**config.mk**
```make
export PLATFORM = sky130hd
export DESIGN_NAME = mac_dot_ctrl
export DESIGN_NICKNAME = d
export VERILOG_FILES = /design/src/rtl/mac_ctrl_pkg.sv /design/src/rtl/mac_evt_counter.sv /design/src/rtl/mac_dot_ctrl.sv
export SDC_FILE = /design/constraint.sdc
export NUM_CORES = 1
export LEC_CHECK = 0
export ABC_AREA = 1
export CORE_UTILIZATION = 40
export DETAILED_ROUTE_END_ITERATION = 16
export PLACE_DENSITY_LB_ADDON = 0.15
export SYNTH_ARGS = -nofsm -noshare
export SYNTH_HDL_FRONTEND = slang
export SYNTH_SLANG_ARGS = --single-unit
```
**constraint.sdc**
```tcl
create_clock -name clk -period 2.3 [get_ports clk]
set_input_delay 0.46 -clock clk [delete_from_list [all_inputs] [get_ports clk]]
set_output_delay 0.46 -clock clk [all_outputs]
set_load 0.02 [all_outputs]
```
**src/rtl/mac_ctrl_pkg.sv**
```systemverilog
// Shared types and constants for the MAC sequencing controller.
// Contents:
//   mac_ctrl_state_t : controller FSM states
//   DATA_W / ACC_W   : operand and accumulator widths
//   cnt_w(len)       : width of a counter that must hold the value len
package mac_ctrl_pkg;

    typedef enum logic [1:0] {
        FEED   = 2'd0,
        WAIT   = 2'd1,
        CLEAR  = 2'd2,
        RESULT = 2'd3
    } mac_ctrl_state_t;

    localparam int DATA_W = 8;
    localparam int ACC_W  = 16;

    function automatic int cnt_w(input int len);
        return $clog2(len + 1);
    endfunction

endpackage

```
**src/rtl/mac_evt_counter.sv**
```systemverilog
// Event up-counter with synchronous clear and terminal-count compare.
// Ports:
//   clk   : clock, rising edge
//   reset : synchronous active-low reset
//   clr   : zero the count (wins over inc)
//   inc   : count one event this cycle
//   last  : the current count is TERM-1, so an event now reaches TERM
module mac_evt_counter #(
    parameter int W    = 3,
    parameter int TERM = 4
) (
    input  logic clk,
    input  logic reset,
    input  logic clr,
    input  logic inc,
    output logic last
);

    localparam logic [W:0] TERM_V = (W + 1)'(TERM);

    logic [W-1:0] cnt_q, cnt_d;

    // One extra bit so cnt_q+1 cannot wrap before the compare.
    assign last = ({1'b0, cnt_q} + (W + 1)'(1)) == TERM_V;

    always_comb begin
        cnt_d = cnt_q;
        if (clr) begin
            cnt_d = '0;
        end else if (inc) begin
            cnt_d = cnt_q + W'(1);
        end
    end

    always_ff @(posedge clk) begin
        if (!reset) begin
            cnt_q <= '0;
        end else begin
            cnt_q <= cnt_d;
        end
    end

endmodule

```
**src/rtl/mac_dot_ctrl.sv**
```systemverilog
// Sequencing controller for a signed 8x8->16 MAC: forwards LEN operand
// pairs, waits for the MAC to drain, captures the dot product and its
// overflow flag, presents them on a valid/ready port, then clears the MAC.
// Ports:
//   clk, reset                : clock, synchronous active-low reset
//   in_valid/in_ready/in_a/b  : operand pair stream
//   out_valid/out_ready       : result handshake
//   out_data/out_ovf          : captured dot product and overflow flag
//   mac_a/mac_b/mac_valid_in  : operand pass-through to the MAC
//   mac_clr                   : MAC active-high clear
//   mac_f/mac_valid_out/mac_overflow : MAC outputs
module mac_dot_ctrl
    import mac_ctrl_pkg::*;
#(
    parameter int LEN = 4
) (
    input  logic                     clk,
    input  logic                     reset,
    input  logic                     in_valid,
    output logic                     in_ready,
    input  logic signed [DATA_W-1:0] in_a,
    input  logic signed [DATA_W-1:0] in_b,
    output logic                     out_valid,
    input  logic                     out_ready,
    output logic signed [ACC_W-1:0]  out_data,
    output logic                     out_ovf,
    output logic signed [DATA_W-1:0] mac_a,
    output logic signed [DATA_W-1:0] mac_b,
    output logic                     mac_valid_in,
    output logic                     mac_clr,
    input  logic signed [ACC_W-1:0]  mac_f,
    input  logic                     mac_valid_out,
    input  logic                     mac_overflow
);

    localparam int CW = cnt_w(LEN);

    mac_ctrl_state_t state_q, state_d;
    logic signed [ACC_W-1:0] out_data_q, out_data_d;
    logic                    out_ovf_q, out_ovf_d;

    logic accept;
    logic out_evt;
    logic in_last;
    logic out_last;

    assign in_ready     = (state_q == FEED);
    assign out_valid    = (state_q == CLEAR) || (state_q == RESULT);
    assign accept       = in_valid && in_ready;
    assign mac_a        = in_a;
    assign mac_b        = in_b;
    assign mac_valid_in = accept;
    // Holding the MAC in clear during our own reset drops any in-flight
    // pairs of an abandoned vector.
    assign mac_clr      = !reset || (state_q == CLEAR);
    assign out_data     = out_data_q;
    assign out_ovf      = out_ovf_q;

    // Early results of a vector emerge while later pairs are still being
    // fed, so MAC pulses count in FEED as well as WAIT.
    assign out_evt = mac_valid_out && ((state_q == FEED) || (state_q == WAIT));

    // Both counters are held at zero while a result is presented, which
    // leaves them zero on the first FEED cycle of the next vector.
    mac_evt_counter #(.W(CW), .TERM(LEN)) u_cnt_in (
        .clk   (clk),
        .reset (reset),
        .clr   (out_valid),
        .inc   (accept),
        .last  (in_last)
    );

    mac_evt_counter #(.W(CW), .TERM(LEN)) u_cnt_out (
        .clk   (clk),
        .reset (reset),
        .clr   (out_valid),
        .inc   (out_evt),
        .last  (out_last)
    );

    always_comb begin
        state_d    = state_q;
        out_data_d = out_data_q;
        out_ovf_d  = out_ovf_q;
        case (state_q)
            FEED: begin
                if (accept && in_last) begin
                    state_d = WAIT;
                end
            end
            WAIT: begin
                if (out_evt && out_last) begin
                    out_data_d = mac_f;
                    out_ovf_d  = mac_overflow;
                    state_d    = CLEAR;
                end
            end
            CLEAR: begin
                state_d = out_ready ? FEED : RESULT;
            end
            RESULT: begin
                if (out_ready) begin
                    state_d = FEED;
                end
            end
            default: state_d = FEED;
        endcase
    end

    always_ff @(posedge clk) begin
        if (!reset) begin
            state_q    <= FEED;
            out_data_q <= '0;
            out_ovf_q  <= 1'b0;
        end else begin
            state_q    <= state_d;
            out_data_q <= out_data_d;
            out_ovf_q  <= out_ovf_d;
        end
    end

endmodule

```
==> results.cfg, run 1 <==
[logic_synthesis]
yosys_warnings = 0
ys_types = 25
synth_nets = 207
synth-seq-cells = 25
netlist_area_um2 = 1340
avgSynthCellArea_um2 = 8.10
netlist_instances = 165
ys_seq_area_share_pct = 37.5

[clocking]
cts.root.buffer_cell = clkbuf_4
hold_buffers = 0
h-tree-depth = 1
cts_setup_buffers = 0
cts_buffers = 3
ctsResizeCount = 0
cts_sinks = 25
clkLatencyLatePin_ps = 310
clockBufferDepth = 2
path_clk_slew_ps = 120
cts_tree = built

[layout]
utilization_pct = 54.6
regArea_um2 = 500
fin_nets = 236
drive_above_1_share_pct = 18.1
area_delta_synth_final_pct = 26.7
multiInputGateArea_um2 = 544
finalNonFillerCells = 237
n_antenna_cell = 0
fillers = 321

[detailed_routing]
drc = 0
drt-initial-drc-count = 27
vias_per_cell = 4.51
ant_nets = 0
wl_mm = 2.49
drt_first_pass_iters = 4
vias = 1069
wl_per_cell_um = 10.5

[timing]
skew_ps = 2.95
rsz0062_at_grt = false
max_slew_margin_pct = 72.6
fmax_ghz = 0.469
final.setup.tns_ps = 0
setup_viol_count_final = 0
layout_min_cycle_time_ps = 2130
whs_ps = 451
period_share_pct = 92.6
final_hold_viol_count = 0
drv_slew = 0
worstMarginPinSlew_ps = 411

[grt]
grt_pass1_vias = 969
use_met1_pct = 18.3
grt_pass1_wl_mm = 4.05
antenna_found_initial = 0
grt_overflow = 0
top_usage_layer = met2
use_met3_pct = 4.11
grt.met2_usage_pct = 23.0
grt_max_degree = 33
grt_usage_pct = 15.1

[worst_setup_path]
cp-end-kind = output port
crit_fanout = 6
critPathLaunchType = flip-flop
arrival_ps = 1670
worstRegToRegCells = 8
crit_type = reg2out
worstPathRequired_ps = 1840

[power]
power.leakage_uw = 0.000636
vdd_ir_drop_max_v = 0.000225
power_per_cell_area_nw_per_um2 = 631

[floorplan]
num_rows = 20
die_x_um = 59.8
start_util_pct = 43.1
dieArea_um2 = 3580
fp.coreArea_um2 = 3100
ios = 75
fp.dieH_um = 59.8

[place]
placed_cells = 233
io_buffers = 42
gp_congestion = 0.782
hpwl_mm = 1.94

[status]
status = finished clean

[min_path]
hp-class = reg2reg
whs_path_depth = 2

[run]
cap_violations = 0
[logic make-up after synthesis]
group | share of synthesized area (%)
AO/OA/AOI/OAI | 20.1
XOR/XNOR | 1.31
adder cells (fa/ha/maj) | 3.75
buffers and inverters | 21.8
flip-flops | 37.5
AND/OR/NAND/NOR | 15.5
[synth_stat cells, drive strengths merged]
master   n  share of area, %
nand2   20               6.7
a21oi   21                11
inv     31               8.7
dfxtp   25                37
ha       4               3.7
clkbuf   3              0.94
o21ai   20               9.2
nor2    14               5.2
xnor2    1              0.66
xor2     1              0.66
nand3    6               3.6
buf     19                12
[final timing paths]
path	start	endpoint	slack (ps)
setup / recovery	state_q[1]	mac_clr	170
setup reg to reg	u_cnt_out.cnt_q[0]	out_data[14]	560
hold reg to reg	out_data[7]	out_data[7]	450
hold / removal	out_data[7]	out_data[7]	450
[per-layer routing]
metal | routed length, um | part of all wire (%)
met5 | 0 | 0
met4 | 103 | 4.1
met3 | 172 | 6.9
met2 | 1180 | 47
met1 | 1040 | 42
[metrics by stage]
step	total power [uW]	setup WS [ps]	cell area (um^2)
2_1_floorplan	791	857	1340
3_5_place_dp	889	180	1670
4_1_cts	1090	148	1690
3_3_place_gp	874	167	1670
5_1_grt	1150	43.3	1690
6_report	1070	170	1690
[report_power, final]
group          switching (uW)  total [uW]  leakage, uW  internal, uW
registers                46.9         516     0.000202           469
clock network             123         191    0.0000150          67.7
logic                     198         362     0.000418           164
[layout make-up]
| type | instances | area share (%) |
|---|---|---|
| Multi-Input combinational cell | 87 | 32.2 |
| Inverter | 31 | 6.87 |
| Timing Repair Buffer | 46 | 26.6 |
| Clock buffer | 4 | 1.55 |
| Sequential cell | 25 | 29.6 |
| Tap cell | 44 | 3.25 |
[state kept, by name, summed over array words and instances (netlist names)]
register	count
u_cnt_in.cnt_q	3
state_q	2
u_cnt_out.cnt_q	3
out_ovf	1
out_data	16
[critical path, cell delays in order (launching register included)]
cell and delay, ps:
dfxtp_1 470, inv_2 110, o21ai_0 150, clkdlybuf4s50_1 620
[layout by cell type (no fill, tap or decap)]
cell type / Yosys / final
nor2_4: 2 / 2
xor2_1: 1 / 1
nand2_4: 1 / 1
nand2_1: 16 / 16
nand3_1: 4 / 4
ha_1: 4 / 4
dfxtp_1: 25 / 25
buf_4: 16 / 4
nand3_2: 1 / 1
o21ai_1: 7 / 7
clkbuf_1: 2 / 1
inv_1: 29 / 29
a21oi_2: 11 / 11
a21oi_1: 10 / 10
nor2_1: 11 / 11
o21ai_2: 6 / 6
o21ai_0: 7 / 7
inv_2: 2 / 2
nand3_4: 1 / 1
clkdlybuf4s50_1: 0 / 42
nor2_2: 1 / 1
nand2_2: 3 / 3
xnor2_1: 1 / 1
clkbuf_4: 0 / 3
Note: power is estimated with default switching activity, not from simulation.
==> run 2, diff against run 1 <==
--- a/config.mk
+++ b/config.mk
@@ -6,7 +6,8 @@
 export NUM_CORES = 1
 export LEC_CHECK = 0
 export ABC_AREA = 1
-export CORE_UTILIZATION = 40
+export CORE_UTILIZATION = 38
+export CTS_CLUSTER_DIAMETER = 30
 export DETAILED_ROUTE_END_ITERATION = 16
 export PLACE_DENSITY_LB_ADDON = 0.15
 export SYNTH_ARGS = -nofsm -noshare
==> constraint.sdc (replaced) <==
create_clock -name clk -period 2.2 [get_ports clk]
set_input_delay 0.44 -clock clk [delete_from_list [all_inputs] [get_ports clk]]
set_output_delay 0.44 -clock clk [all_outputs]
set_load 0.02 [all_outputs]
==> results.cfg, run 2 (synthesis results as in run 1) <==
[timing]
final_hold_viol_count = 0
whs_ps = 455
worstMarginPinSlew_ps = 248
layout_min_cycle_time_ps = 2100
skew_ps = 11.2
rsz0062_at_grt = false
drv_slew = 0
setup_viol_count_final = 0
final.setup.tns_ps = 0
period_share_pct = 95.4
fmax_ghz = 0.476
max_slew_margin_pct = 83.4

[clocking]
clockBufferDepth = 2
h-tree-depth = 1
cts.root.buffer_cell = clkbuf_4
cts_tree = built
cts_sinks = 25
cts_buffers = 3
clkLatencyLatePin_ps = 320
path_clk_slew_ps = 150
cts_setup_buffers = 0

[floorplan]
ios = 75
dieArea_um2 = 3760
start_util_pct = 39.7
fp.dieH_um = 61.3
die_x_um = 61.3
num_rows = 21
fp.coreArea_um2 = 3360

[grt]
grt_pass1_wl_mm = 3.77
grt_max_degree = 35
grt_usage_pct = 13.7
antenna_found_initial = 0
grt_pass1_vias = 925
grt_overflow = 0

[layout]
area_delta_synth_final_pct = 27.8
largest_reg_flops = 16
multiInputGateArea_um2 = 544
regArea_um2 = 502
final_common_cell = clkdlybuf4s50_1
n_antenna_cell = 0
mostFrequentLayoutCells = clkdlybuf4s50_1 (41), inv_1 (29), dfxtp_1 (24), nand2_1 (16)
drive_above_1_share_pct = 18.8
fillers = 347
fin_nets = 235

[detailed_routing]
drt_first_pass_iters = 3
vias = 1050
ant_nets = 0
wl_per_cell_um = 10.3
drc = 0
vias_per_cell = 4.41
wl_mm = 2.45
drt-initial-drc-count = 33

[worst_setup_path]
crit_type = in2out
critPathLaunchType = primary input
crit_fanout = 5
worstPathRequired_ps = 1760
cp-end-kind = output port
arrival_ps = 1660

[run]
cap_violations = 0

[place]
io_buffers = 42
gp_congestion = 0.702
hpwl_mm = 1.91

[power]
vdd_ir_drop_max_v = 0.000211
power.leakage_uw = 0.000649
power_per_cell_area_nw_per_um2 = 659

[status]
status = finished clean

[min_path]
hp-class = reg2reg
-- run 2: cell type report --
cell class	count	share of cell area [%]
clock buffers	3	1.32
clock inverters	1	0.440
inverters	31	6.81
multi-input cells	87	31.9
flip-flops and latches	25	29.4
well taps	46	3.37
repair buffers	45	26.8
-- run 2: layer usage --
| layer | up-vias | routed length [um] | track usage [%] |
|---|---|---|---|
| li1 | 548 | - | - |
| met1 | 462 | 1040 | 14.8 |
| met2 | 36 | 1200 | 23.0 |
| met3 | 4 | 186 | 4.83 |
| met4 | 0 | 27 | 8.12 |
| met5 | - | 0 | 0 |
-- run 2: per-stage QoR --
step                      util [%]  total power (uW)  setup slack, ps  cells  instance area [um^2]
final                         50.8              1120              100    238                  1710
after global routing          50.8              1210             18.0    238                  1710
after CTS                     50.7              1150             43.4    238                  1700
after detailed placement      49.8               931             94.6    234                  1670
after global placement        49.8               912              103    234                  1670
after floorplan                  -               827              777    165                  1340
-- run 2: what timing repair did --
action	in CTS	in global routing
setup endpoints to repair	0	2
endpoints found under the hold margin	0	0
hold buffers	0	0
gates resized for setup	0	2
-- run 2: report_power, final --
part | leakage, uW | internal (uW) | switching [uW]
combinational | 0.000432 | 170 | 205
sequential | 0.000203 | 492 | 48.6
clock | 0.0000139 | 69.4 | 140
-- run 2: worst paths after layout --
| path | startpoint | end | slack [ps] | cells after the start |
|---|---|---|---|---|
| worst max-delay path | reset | mac_clr | 100 | 3 |
| worst max register to register | u_cnt_out.cnt_q[0] | out_ovf | 690 | 9 |
| worst min-delay path | out_data[3] | out_data[3] | 450 | 2 |
| worst min register to register | out_data[3] | out_data[3] | 450 | 2 |
-- run 2: critical path: stages --
cell             delay, ps
clkdlybuf4s50_1        480
o21ai_0                110
clkdlybuf4s50_1        630
